[config.mk]
export PLATFORM = sky130hd
export DESIGN_NAME = lstm_dot_accum
export DESIGN_NICKNAME = d
export VERILOG_FILES = /design/src/rtl/lstm_dot_accum.sv
export SDC_FILE = /design/constraint.sdc
export NUM_CORES = 1
export LEC_CHECK = 0
export ABC_AREA = 1
export CELL_PAD_IN_SITES_DETAIL_PLACEMENT = 2
export CELL_PAD_IN_SITES_GLOBAL_PLACEMENT = 2
export CORE_MARGIN = 2
export CORE_UTILIZATION = 30
export DETAILED_ROUTE_END_ITERATION = 10
export DONT_BUFFER_PORTS = 1
export PLACE_DENSITY = 0.73
export SETUP_SLACK_MARGIN = 0.2
export SLEW_MARGIN = 10
export SYNTH_ARGS = -nofsm -noshare
export SYNTH_HDL_FRONTEND = slang
export SYNTH_SLANG_ARGS = --single-unit
[constraint.sdc]
create_clock -name clk -period 5.6 [get_ports clk]
set_clock_uncertainty 0.05 [all_clocks]
set_input_delay 0.28 -clock clk [delete_from_list [all_inputs] [get_ports clk]]
set_output_delay 0.28 -clock clk [all_outputs]
set_load 0.005 [all_outputs]
[src/rtl/lstm_dot_accum.sv]
// ============================================================================
// Module      : lstm_dot_accum
// Description : Signed fixed-point multiply-accumulate over LEN operand pairs,
//               emitting one saturated, rescaled dot product per LEN beats.
//               Optional macro LSTM_DOT_ROUND_EN enables round-half-up.
// Revision    : 1.0 - initial release
// ============================================================================
`default_nettype none

module lstm_dot_accum #(
    parameter int DATA_W = 16,
    parameter int FRAC_W = 8,
    parameter int LEN    = 8,
    parameter int ACC_W  = 40
) (
    input  logic              clk,
    input  logic              rst,
    input  logic              in_valid,
    output logic              in_ready,
    input  logic [DATA_W-1:0] in_a,
    input  logic [DATA_W-1:0] in_b,
    output logic              out_valid,
    input  logic              out_ready,
    output logic [DATA_W-1:0] out_data,
    output logic              out_ovf
);

    localparam int CNT_W = (LEN > 1) ? $clog2(LEN) : 1;
    localparam logic [CNT_W-1:0] LAST_CNT = CNT_W'(LEN - 1);
    localparam logic signed [ACC_W-1:0] SAT_MAX =
        ACC_W'((longint'(1) <<< (DATA_W - 1)) - longint'(1));
    localparam logic signed [ACC_W-1:0] SAT_MIN = ~SAT_MAX;
`ifdef LSTM_DOT_ROUND_EN
    localparam logic signed [ACC_W-1:0] RND = (FRAC_W > 0) ?
        ACC_W'(longint'(1) <<< ((FRAC_W > 0) ? (FRAC_W - 1) : 0)) : '0;
`else
    localparam logic signed [ACC_W-1:0] RND = '0;
`endif

    typedef enum logic {
        ACCUM = 1'b0,
        HOLD  = 1'b1
    } state_t;

    state_t state;
    state_t state_next;

    logic signed [ACC_W-1:0]    acc;
    logic [CNT_W-1:0]           count;
    logic signed [2*DATA_W-1:0] prod;
    logic signed [ACC_W-1:0]    acc_next;
    logic signed [ACC_W-1:0]    rounded;
    logic signed [ACC_W-1:0]    shifted;
    logic                       sat_hi;
    logic                       sat_lo;
    logic [DATA_W-1:0]          res_data;
    logic                       res_ovf;
    logic                       accept;
    logic                       last_beat;
    logic                       transfer;

    // Operands widened to full product width so the multiply cannot truncate.
    assign prod = $signed({{DATA_W{in_a[DATA_W-1]}}, in_a}) *
                  $signed({{DATA_W{in_b[DATA_W-1]}}, in_b});

    assign acc_next  = acc + ACC_W'(prod);
    assign rounded   = acc_next + RND;
    assign shifted   = rounded >>> FRAC_W;
    assign sat_hi    = (shifted > SAT_MAX);
    assign sat_lo    = (shifted < SAT_MIN);
    assign res_ovf   = sat_hi || sat_lo;
    assign res_data  = sat_hi ? SAT_MAX[DATA_W-1:0] :
                       sat_lo ? SAT_MIN[DATA_W-1:0] : shifted[DATA_W-1:0];

    assign accept    = in_valid && (state == ACCUM);
    assign last_beat = accept && (count == LAST_CNT);
    assign transfer  = out_valid && out_ready;

    always_ff @(posedge clk or negedge rst) begin
        if (!rst) begin
            state <= ACCUM;
        end else begin
            state <= state_next;
        end
    end

    always_comb begin
        state_next = state;
        in_ready   = 1'b0;
        case (state)
            ACCUM: begin
                in_ready = 1'b1;
                if (last_beat) begin
                    state_next = HOLD;
                end
            end
            HOLD: begin
                if (transfer) begin
                    state_next = ACCUM;
                end
            end
            default: begin
                state_next = ACCUM;
            end
        endcase
    end

    // Accept and transfer are mutually exclusive: accept needs ACCUM, a
    // pending result only exists in HOLD.
    always_ff @(posedge clk or negedge rst) begin
        if (!rst) begin
            acc       <= '0;
            count     <= '0;
            out_valid <= 1'b0;
            out_data  <= '0;
            out_ovf   <= 1'b0;
        end else begin
            if (accept) begin
                if (last_beat) begin
                    acc       <= '0;
                    count     <= '0;
                    out_valid <= 1'b1;
                    out_data  <= res_data;
                    out_ovf   <= res_ovf;
                end else begin
                    acc   <= acc_next;
                    count <= count + CNT_W'(1);
                end
            end
            if (transfer) begin
                out_valid <= 1'b0;
            end
        end
    end

endmodule

`default_nettype wire
Yosys cells after proc, flatten, opt, wreduce, memory -nomap -nowiden. Cells that the tools add are included.

Flip-flop bits (word level): 62. Output and inout bits: 19. Logic and storage cells: 32.

Add/subtract/negate cells: 2. Multiply operators: 1. $lt $le $gt $ge: 2. Equality and inequality tests: 1. Multiplexer cells: 11. Bitwise gates (word level): 1. Reduce and logical (&&, ||, !) cells: 8.

Operators with widths (number): $add 40x32->40 (1); $mux 40 (1); $gt 32x16->1 const B (1); $lt 32x16->1 const B (1); $mul 16x16->32 (1); $mux 16 (2); $mux 1 (6); $reduce_and 2->1 (2); $reduce_bool 2->1 (2); $add 3x1->3 const B (1); $eq 3x3->1 const B (1); $logic_and 1x1->1 (3); $mux 3 (1); $pmux 1 s2 (1); $logic_or 1x1->1 (1); $not 1->1 (1).

Logic depth before layout (Yosys ltp).
Word-level depth: 6. Gate-level depth with buffers: 36. Depth with buffers taken out: 33.

Worst setup path after synthesis. OpenSTA, ideal clock, no wires.

Kind: input-to-reg. Start: input port in_b[5]. End: register out_data[10]. Data arrival time: 6389 ps. Data required time: 5429 ps. Setup slack: -960 ps. Stages on the path: 30. Path through: clkbuf_1 > clkbuf_1 > nand2_1 > fa_1 > inv_1 > fa_1 > inv_1 > fa_1 > fa_1 > inv_1 > fa_1 > inv_1 > fa_1 > inv_1 > ha_1 > buf_2 > nand2_1 > nor2_1 > nand3_1 > nor2_1 > nand4_1 > nand3_1 > nand2_1 > nand2_1 > nand2_1 > nor2_1 > nand3_2 > a21oi_4 > buf_6 > a21oi_2.

Word-level cells in the longest chain between the ends: 5. Elaborated cells between the ends (all ways): 6. Classes of those cells: add/sub: 1; mul: 1; order compare: 2; mux: 2.

Ends and longest elaborated chain: from (decl) (line 21) `input logic [DATA_W-1:0] in_b,`; $mul 16x16->32 (*) (line 63) `assign prod = $signed({{DATA_W{in_a[DATA_W-1]}}, in_a}) *`; $add 40x32->40 (*) (line 66) `assign acc_next = acc + ACC_W'(prod);`; $lt 32x16->1 (line 70) `assign sat_lo = (shifted < SAT_MIN);`; $mux 16 (line 73) `sat_lo ? SAT_MIN[DATA_W-1:0] : shifted[DATA_W-1:0];`; $mux 16 (*) (line 72) `assign res_data = sat_hi ? SAT_MAX[DATA_W-1:0] :`; to (signal assigned) (line 123) `out_data <= res_data;`; to (decl) (line 24) `output logic [DATA_W-1:0] out_data,`.

Every way passes the cells marked *; elsewhere a longest branch is shown, timed or not. A chain may end at the register's enable or synchronous reset.

Worst setup path after layout.
Start: input port in_b[2]. End: register out_data[12].

The elaborated chain is that of the path after synthesis.

==> flow_summary.toml <==
[status]
status = "finished, violations left"
violations = "setup timing"

[worst_setup_path]
arrival_ps = 6160
r2r-start = "acc[15]"
path_class = "in2reg"
cp_max_fo = 16
worstSetupEndpointType = "register"
reg2reg_setup_slack_ps = -70
reg2reg_depth = 26
crit_start = "in_b[2]"
reg2reg_to = "out_data[12]"
cp_slowest_cell = "fa_2"
max_stage_delay_ps = 650
required_ps = 5800
critPathCapture = "out_data[12]"
cp-start-kind = "input port"

[drt]
drt-total-wl_um = 63900
num_vias = 14200
drc = 0
drt-vias-per-instance = 4.68
wl_per_cell_um = 21.1
initialDrtViolationCount = 451
dr.pass1.iters = 4
postRouteAntennaNets = 0

[sta]
finalSetupViolations = 19
fin_hold_ws_ps = 52.2
fin_ws_ps = -356
clock.fmax_mhz = 168
slew_headroom = 0.273
hold_viol_final = 0
tns_ps = -5680
max_slew.worst_pin.slew_ps = 1090
rsz0062_at_grt = "true"
fin_crit_sh = 1.06
period_minus_slack_ps = 5960
slew_violations = 0

[grt]
grt_pass1_vias = 17200
grt_max_degree = 63
grt_util_met2 = 0.417
grt_antenna_before_repair = 0
grt_busiest_layer = "met2"
overflow = 0
grtUsageTotal = 0.223
met3_usage = 0.0224
grt_pass1_wl_um = 97300
grtUsageMet1 = 0.273

[clock_network]
clock_path_buffers = 2
cts_tree = "yes"
clockRootBuffer = "clkbuf_16"
cts_buffers = 9
clk_pin_slew_ps = 60
clk_latency_ps = 370
ctsHtreeMaxLevel = 3
cts.sinks = 62

[layout]
utilization = 0.385
final_common_cell = "inv_1"
mostFrequentLayoutCells = "634 x inv_1, 445 x nand2_1, 309 x fa_1"
nets = 2806
layout-drive-gt1-share = 0.284
area_growth_pct = 27.3
antenna_cells = 0

[yosys]
synth_cell_types = 32
synth_seq_cells = 62
yosysWarnings = 0
syn_area_um2 = 16500
synthCells = 2161
synth_nets = 2644
syn_area_per_cell_um2 = 7.65
ys_seq_area_frac = 0.0938

[floorplanning]
floorplan.die.height_um = 239
row_count = 86
start_util = 0.302
dieArea_um2 = 57000
core_um2 = 54800
die_w_um = 239
ioPinCount = 55

[job]
cap_violations = 0

[placement]
dp_hpwl_um = 50400
port_buffers = 0
post-place-ws_ps = -892
gp_congestion = 0.891

[worst_hold_path]
hold_path_class = "in2reg"
cell type report:
| class | instances | area, um2 |
|---|---|---|
| clock buffer | 9 | 225 |
| fill | 6066 | 33700 |
| inverter | 682 | 2580 |
| sequential | 62 | 1550 |
| timing repair buffer | 223 | 1930 |
| multi-input combinational | 1345 | 13800 |
| clock inverter | 7 | 56.3 |
| tap | 704 | 881 |
kinds of logic (layout without fill, tap and decap cells):
family / Yosys count / after routing / share of synthesized area
AOI/OAI and AO/OA: 98 / 98 / 0.0393
adders and majority gates: 447 / 447 / 0.488
buffers and inverters: 754 / 921 / 0.172
DFF: 62 / 62 / 0.0938
xor gates and xnor gates: 26 / 26 / 0.0138
and+or+nand+nor: 774 / 774 / 0.193
registers in the layout, indices dropped and copies added, names as in the netlist:
register	flops
state	1
acc	40
out_ovf	1
count	3
out_valid	1
out_data	16
how the worst min path moves through the flow:
stage                    from   endpoint  depth (start not counted)
floorplan                 rst     acc[0]                          0
global placement          rst  out_valid                          0
detailed placement        rst     acc[1]                          0
CTS                 out_ready  out_valid                          2
global route        out_ready  out_valid                          2
finish              out_ready  out_valid                          2
cell usage after synthesis:
| master | count | area (um2) |
|---|---|---|
| nor2_4 | 1 | 11.3 |
| a32o_1 | 2 | 20.0 |
| nand2_2 | 14 | 87.6 |
| nor3_1 | 3 | 15.0 |
| inv_2 | 3 | 11.3 |
| and2_1 | 2 | 12.5 |
| clkbuf_1 | 68 | 255 |
| nand2_1 | 593 | 2230 |
| a22o_1 | 20 | 175 |
| buf_6 | 2 | 22.5 |
| xnor2_1 | 11 | 96.3 |
| o31ai_1 | 2 | 15.0 |
| nor2_2 | 13 | 81.3 |
| o21bai_1 | 4 | 30.0 |
| a21oi_2 | 11 | 96.3 |
| nand3_2 | 7 | 70.1 |
| or2_2 | 18 | 113 |
| a21oi_4 | 1 | 16.3 |
| dfrtp_1 | 62 | 1550 |
| xor2_1 | 15 | 131 |
| inv_1 | 679 | 2550 |
| nor3_2 | 3 | 30.0 |
| buf_2 | 1 | 5.00 |
| o21ai_0 | 23 | 115 |
| ha_1 | 117 | 1460 |
| nand3_1 | 43 | 215 |
| nor2_1 | 60 | 225 |
| fa_1 | 330 | 6610 |
| a21oi_1 | 32 | 160 |
| o21a_1 | 3 | 22.5 |
| buf_1 | 1 | 3.75 |
| nand4_1 | 17 | 106 |
metrics by stage:
stage / cell area (um2) / instances
after floorplan: 17000 / 2161
after global placement: 18600 / 2957
after detailed placement: 18600 / 2957
after CTS: 20000 / 3008
after global routing: 21100 / 3032
final: 21100 / 3032
critical path: cells and delay by family:
family	cells	cell delay, ps
AND/OR/NAND/NOR	10	930
buffers and inverters	9	950
adder cells (fa/ha/maj)	7	3580
AO/OA/AOI/OAI	3	380
timing repair:
action | in CTS | in global routing
pin swaps | 82 | 109
hold buffers | 2 | 0
endpoints found under the setup margin | 36 | 40
hold endpoints to repair | 62 | 0
cloned | 1 | 1
resized for setup | 204 | 256
buffers inserted | 32 | 23
per-layer routing:
layer	vias to the layer above	part of all wire
met3	95	0.020
li1	6417	-
met1	7522	0.41
met2	163	0.54
met5	-	0
met4	0	0.024
Power is not shown: default switching activity piles up to over one toggle a cycle in this logic, so the estimate is an artifact.
